**config.mk**
```make
export PLATFORM = sky130hd
export DESIGN_NAME = escalonador_mux4_flat
export DESIGN_NICKNAME = d
export VERILOG_FILES = /design/src/rtl/escalonador_mux4_if.sv /design/src/rtl/escalonador_mux4.sv /design/src/flat_wrapper.sv
export SDC_FILE = /design/constraint.sdc
export NUM_CORES = 1
export LEC_CHECK = 0
export CAP_MARGIN = 20
export CORE_MARGIN = 2
export CORE_UTILIZATION = 45
export DETAILED_ROUTE_END_ITERATION = 8
export HOLD_SLACK_MARGIN = 0.02
export PLACE_DENSITY = 0.68
export SETUP_SLACK_MARGIN = 0.4
export SYNTH_ARGS = -nofsm -noshare
export SYNTH_HDL_FRONTEND = slang
export SYNTH_SLANG_ARGS = --single-unit
export TNS_END_PERCENT = 1
```
**constraint.sdc**
```tcl
create_clock -name clock -period 2.15 [get_ports clock]
set_input_delay 0.43 -clock clock [delete_from_list [all_inputs] [get_ports clock]]
set_output_delay 0.43 -clock clock [all_outputs]
set_load 0.03 [all_outputs]
```
**src/rtl/escalonador_mux4_if.sv**
```systemverilog
// Bus between the mux scheduler and its environment: requests, mux feedback,
// select/grant outputs and the sample handshake.
interface escalonador_mux4_if;
   logic [3:0] req;
   logic       saida_mux;
   logic       pronto;
   logic       a;
   logic       b;
   logic [3:0] gnt;
   logic       amostra;
   logic       valido;
   logic       ocupado;

   modport master (
      input  req, saida_mux, pronto,
      output a, b, gnt, amostra, valido, ocupado
   );

   modport slave (
      output req, saida_mux, pronto,
      input  a, b, gnt, amostra, valido, ocupado
   );
endinterface

```
**src/rtl/escalonador_mux4.sv**
```systemverilog
// Shares a 4:1 mux among four requesters: arbitrate, settle selects, sample, deliver.
// Optional macro ESCALONADOR_PRIO_FIXA_EN selects fixed priority (X0 highest) instead of round-robin.
module escalonador_mux4 #(
   parameter int DWELL = 4,
   parameter int CW    = 8
) (
   input logic               clock,
   input logic               reset,
   escalonador_mux4_if.master bus
);

   typedef enum logic [1:0] {
      OCIOSO    = 2'd0,
      SELECIONA = 2'd1,
      ENTREGA   = 2'd2
   } estado_t;

   localparam int            DWELL_EF  = (DWELL < 1) ? 1 : DWELL;
   localparam logic [CW-1:0] CNT_CARGA = CW'(DWELL_EF - 1);

   estado_t       estado_reg, estado_next;
   logic [1:0]    cur_reg, cur_next;
   logic [CW-1:0] cnt_reg, cnt_next;
   logic          a_reg, a_next;
   logic          b_reg, b_next;
   logic [3:0]    gnt_reg, gnt_next;
   logic          amostra_reg, amostra_next;
   logic          valido_reg, valido_next;
   logic          avanca;
   logic [1:0]    base;
   logic [3:0]    req_rot;
   logic [1:0]    desloc;
   logic [1:0]    escolha;

`ifdef ESCALONADOR_PRIO_FIXA_EN
   assign base = 2'd0;
`else
   logic [1:0] ptr_reg;

   assign base = ptr_reg;

   always_ff @(posedge clock) begin
      if (reset)
         ptr_reg <= 2'd0;
      else if (avanca)
         ptr_reg <= cur_reg + 2'd1;
   end
`endif

   // Requests rotated so that bit 0 is the channel where the search begins.
   for (genvar gi = 0; gi < 4; gi++) begin : g_rot
      assign req_rot[gi] = bus.req[base + 2'(gi)];
   end

   always_comb begin
      desloc = 2'd0;
      for (int i = 3; i >= 0; i--) begin
         if (req_rot[i])
            desloc = 2'(i);
      end
   end

   assign escolha = base + desloc;

   always_comb begin
      estado_next  = estado_reg;
      cur_next     = cur_reg;
      cnt_next     = cnt_reg;
      a_next       = a_reg;
      b_next       = b_reg;
      gnt_next     = gnt_reg;
      amostra_next = amostra_reg;
      valido_next  = valido_reg;
      avanca       = 1'b0;
      case (estado_reg)
         OCIOSO: begin
            if (bus.req != 4'd0) begin
               cur_next          = escolha;
               {a_next, b_next}  = escolha;
               gnt_next          = 4'b0001 << escolha;
               cnt_next          = CNT_CARGA;
               estado_next       = SELECIONA;
            end
         end
         SELECIONA: begin
            // A withdrawn request wins over a sample falling due on the same edge.
            if (!bus.req[cur_reg]) begin
               gnt_next    = 4'd0;
               avanca      = 1'b1;
               estado_next = OCIOSO;
            end else if (cnt_reg == '0) begin
               amostra_next = bus.saida_mux;
               valido_next  = 1'b1;
               estado_next  = ENTREGA;
            end else begin
               cnt_next = cnt_reg - 1'b1;
            end
         end
         ENTREGA: begin
            if (valido_reg && bus.pronto) begin
               valido_next = 1'b0;
               gnt_next    = 4'd0;
               avanca      = 1'b1;
               estado_next = OCIOSO;
            end
         end
         default: begin
            estado_next = OCIOSO;
         end
      endcase
   end

   always_ff @(posedge clock) begin
      if (reset) begin
         estado_reg  <= OCIOSO;
         cur_reg     <= 2'd0;
         cnt_reg     <= '0;
         a_reg       <= 1'b0;
         b_reg       <= 1'b0;
         gnt_reg     <= 4'd0;
         amostra_reg <= 1'b0;
         valido_reg  <= 1'b0;
      end else begin
         estado_reg  <= estado_next;
         cur_reg     <= cur_next;
         cnt_reg     <= cnt_next;
         a_reg       <= a_next;
         b_reg       <= b_next;
         gnt_reg     <= gnt_next;
         amostra_reg <= amostra_next;
         valido_reg  <= valido_next;
      end
   end

   assign bus.a       = a_reg;
   assign bus.b       = b_reg;
   assign bus.gnt     = gnt_reg;
   assign bus.amostra = amostra_reg;
   assign bus.valido  = valido_reg;
   assign bus.ocupado = (estado_reg != OCIOSO);

endmodule

```
**src/flat_wrapper.sv**
```systemverilog
// flat-port wrapper written by rule: the top's interface ports become plain ports
module escalonador_mux4_flat 
#(
   parameter int DWELL = 4,
   parameter int CW    = 8
)
  (clock, reset, bus_req, bus_saida_mux, bus_pronto, bus_a, bus_b, bus_gnt, bus_amostra, bus_valido, bus_ocupado);
  escalonador_mux4_if bus_i ();
  input logic clock;
  input logic reset;
  input wire logic [$bits(bus_i.req)-1:0] bus_req;
  input wire logic [$bits(bus_i.saida_mux)-1:0] bus_saida_mux;
  input wire logic [$bits(bus_i.pronto)-1:0] bus_pronto;
  output wire logic [$bits(bus_i.a)-1:0] bus_a;
  output wire logic [$bits(bus_i.b)-1:0] bus_b;
  output wire logic [$bits(bus_i.gnt)-1:0] bus_gnt;
  output wire logic [$bits(bus_i.amostra)-1:0] bus_amostra;
  output wire logic [$bits(bus_i.valido)-1:0] bus_valido;
  output wire logic [$bits(bus_i.ocupado)-1:0] bus_ocupado;
  assign bus_i.req = bus_req;
  assign bus_i.saida_mux = bus_saida_mux;
  assign bus_i.pronto = bus_pronto;
  assign bus_a = bus_i.a;
  assign bus_b = bus_i.b;
  assign bus_gnt = bus_i.gnt;
  assign bus_amostra = bus_i.amostra;
  assign bus_valido = bus_i.valido;
  assign bus_ocupado = bus_i.ocupado;
  escalonador_mux4 #(.DWELL(DWELL), .CW(CW)) u_core (.clock(clock), .reset(reset), .bus(bus_i));
endmodule
```
==> qor.yml <==
status: "complete, no violations"
start_kind: "input port"
grt_pass1_vias: 1099
hold_path_end: "u_core.bus.gnt[1]"
grt_overflow: 0
slowest_delay_ps: 360
reg2reg_from: "u_core.base[1]"
async_flop_share_pct: 0
first_pass_iters: 4
start_util_pct: 48.5
maxCapViolCount: 0
rsz0062_at_grt: "true"
slowest_stage: "ha_2"
clock_latency_ps: 310
fp.dieH_um: 56.4
largest_reg_flops: 8
crit_fanout: 7
fmax_mhz: 520
cp_data_required_time_ps: 2360
grt_pass1_wl_mm: 4.86
cts_root_buf: "clkbuf_4"
finish.utilization_pct: 64.9
nets: 191
cts_buffer_depth: 2
htreeDepth: 1
cellLeakagePower_nw: 0.661
cts_tree: "done"
worstPathArrival_ps: 2140
avgSynthCellArea_um2: 8.70
min-delay-path-class: "flop to flop"
ant_nets: 0
synth_top_cell_area_share_pct: 32.4
r2r-end: "u_core.bus.gnt[1]"
dpl.hpwl_mm: 2.28
avgViaCountPerCell: 5.71
synth_cells: 142
yosys_warnings: 0
final_hold_viol_count: 0
synth-edff-count: 0
die_x_um: 56.4
rows: 18
drc: 0
gp_congestion: 0.928
dominantRegCellSynth: "dfxtp_1"
gr-usage-all-layers_pct: 19.6
num_io_pins: 17
syn_nets: 157
synthTopCellsByArea: "dfxtp_1 (32%), ha_1 (7.1%), nor2_1 (6.4%)"
drt_wl_total_mm: 3.04
synth_top_area_cell: "dfxtp_1"
numClockSinks: 20
drv_slew: 0
ys_seq_area_share_pct: 32.4
io_buffers: 16
grt_max_degree: 14
setup_slack_ps: 228
setup_violations: 0
r2r_slack_ps: 240
drive_above_1_share_pct: 30.3
pre_cts_slack_ps: -353
path_class: "input port to flop"
ir_drop_mv: 1.12
ys_ff_latch: 20
min_period_over_period_pct: 89.4
antenna_found_initial: 0
drt-initial-drc-count: 18
routedWlPerCell_um: 14.8
reg2reg_depth: 6
critPathTopFamily: "simple AND/OR/NAND/NOR gates"
insertedDiodeCount: 0
synthMostInstantiatedCell: "nor2_1"
coreArea_mm2: 0.00254
fin_crit_ps: 1920
numCtsBuffers: 3
min_from: "u_core.bus.gnt[1]"
slew_headroom_pct: 55.2
num_vias: 1170
synthDistinctLibCells: 44
clkSlewWorstSetupHoldPaths_ps: 100
cts-hold-fix-buffers: 0
tightest_slew_ps: 671
p_per_area_mw_per_mm2: 1590
synth_common_cells: "nor2_1 (21), dfxtp_1 (20), inv_1 (12)"
synthesis.area_mm2: 0.00123
fin_skew_ps: 7.80
crit_buf_inv: 2
area.growth.synth_to_final_pct: 33.8
die-area_mm2: 0.00318
crit_path_cell_trace: "clkdlybuf4s15_1, buf_4, nand3_1, o311a_1, o211ai_1, ha_2, nor3b_1, nand2_1, o32ai_1"
cp-end-kind: "flop"
holdPathStages: 2
-- what timing repair did --
item                                    4_1_cts  5_1_grt
gates resized for setup                      10       22
buffers inserted                              0        5
endpoints found under the setup margin       29       27
pin swaps                                     0        8
-- metal layers --
metal  up-vias  track usage (%)  part of all wire (%)
met1       563             24.9                    46
met3         9             5.07                   3.4
li1        578                -                     -
met4         0             7.48                   2.1
met5         -                0                     0
met2        20             31.9                    48
-- metrics by stage --
| stage | std cells | hold WS [ps] | power (W) | TNS, ps | cell area, um2 |
|---|---|---|---|---|---|
| after detailed placement | 196 | 477 | 0.00222 | -4270 | 1510 |
| after floorplan | 142 | 474 | 0.00178 | 0 | 1250 |
| after CTS | 200 | 493 | 0.00245 | 0 | 1550 |
| after global routing | 205 | 507 | 0.00281 | 0 | 1650 |
| after global placement | 196 | 469 | 0.00216 | -2830 | 1510 |
| final | 205 | 486 | 0.00263 | 0 | 1650 |
-- layout by cell type (no fill, tap or decap), drive strengths merged, types with 5 or more instances in the layout --
master | Yosys | final
buf | 2 | 19
clkbuf | 4 | 6
clkdlybuf4s50 | 0 | 9
dfxtp | 20 | 20
ha | 7 | 7
inv | 12 | 12
nand2 | 8 | 8
nor2 | 21 | 21
o211ai | 6 | 6
o21ai | 5 | 5
o32ai | 6 | 6
xor2 | 5 | 5
-- worst max path at each step --
| stage | from | endpoint | slack [ps] | cells past startpoint |
|---|---|---|---|---|
| global placement | bus_req[3] | u_core.bus.gnt[2] | -300 | 8 |
| finish | bus_req[0] | u_core.bus.gnt[1] | 230 | 9 |
| detailed placement | bus_req[3] | u_core.bus.a | -350 | 8 |
| floorplan | bus_req[0] | u_core.bus.a | 290 | 7 |
| global route | u_core.base[0] | u_core.bus.gnt[1] | 170 | 7 |
| CTS | u_core.base[0] | u_core.bus.gnt[1] | 220 | 6 |
-- cell type report --
cell class / count / area [um2]
well taps: 30 / 37.5
repair buffers: 35 / 294
inverters: 12 / 45.0
clock buffers: 4 / 36.3
fillers: 211 / 892
multi-input cells: 104 / 831
flip-flops and latches: 20 / 409
-- cell families (layout without fill, tap and decap cells) --
kind of cell,Yosys count,after routing,synth area share (%)
AO/OA/AOI/OAI,33,33,21.2
XOR/XNOR,8,8,5.67
adder cells (fa/ha/maj),7,7,7.09
buffers and inverters,18,51,6.99
flip-flops,20,20,32.4
multiplexers,5,5,5.17
AND/OR/NAND/NOR,51,51,21.5
-- worst reg2reg max path, cell delays in order, from the launching register on --
cell	delay, ps
dfxtp_1	560
o311a_1	240
o211ai_1	110
ha_2	360
nor3b_1	270
nand2_1	150
o32ai_1	130
-- power breakdown --
group / switching [W] / internal, W
clock: 0.000117 / 0.000103
sequential: 0.000160 / 0.000529
combinational: 0.000913 / 0.000806
total: 0.00119 / 0.00144
Note: power is estimated with default switching activity, not from simulation.
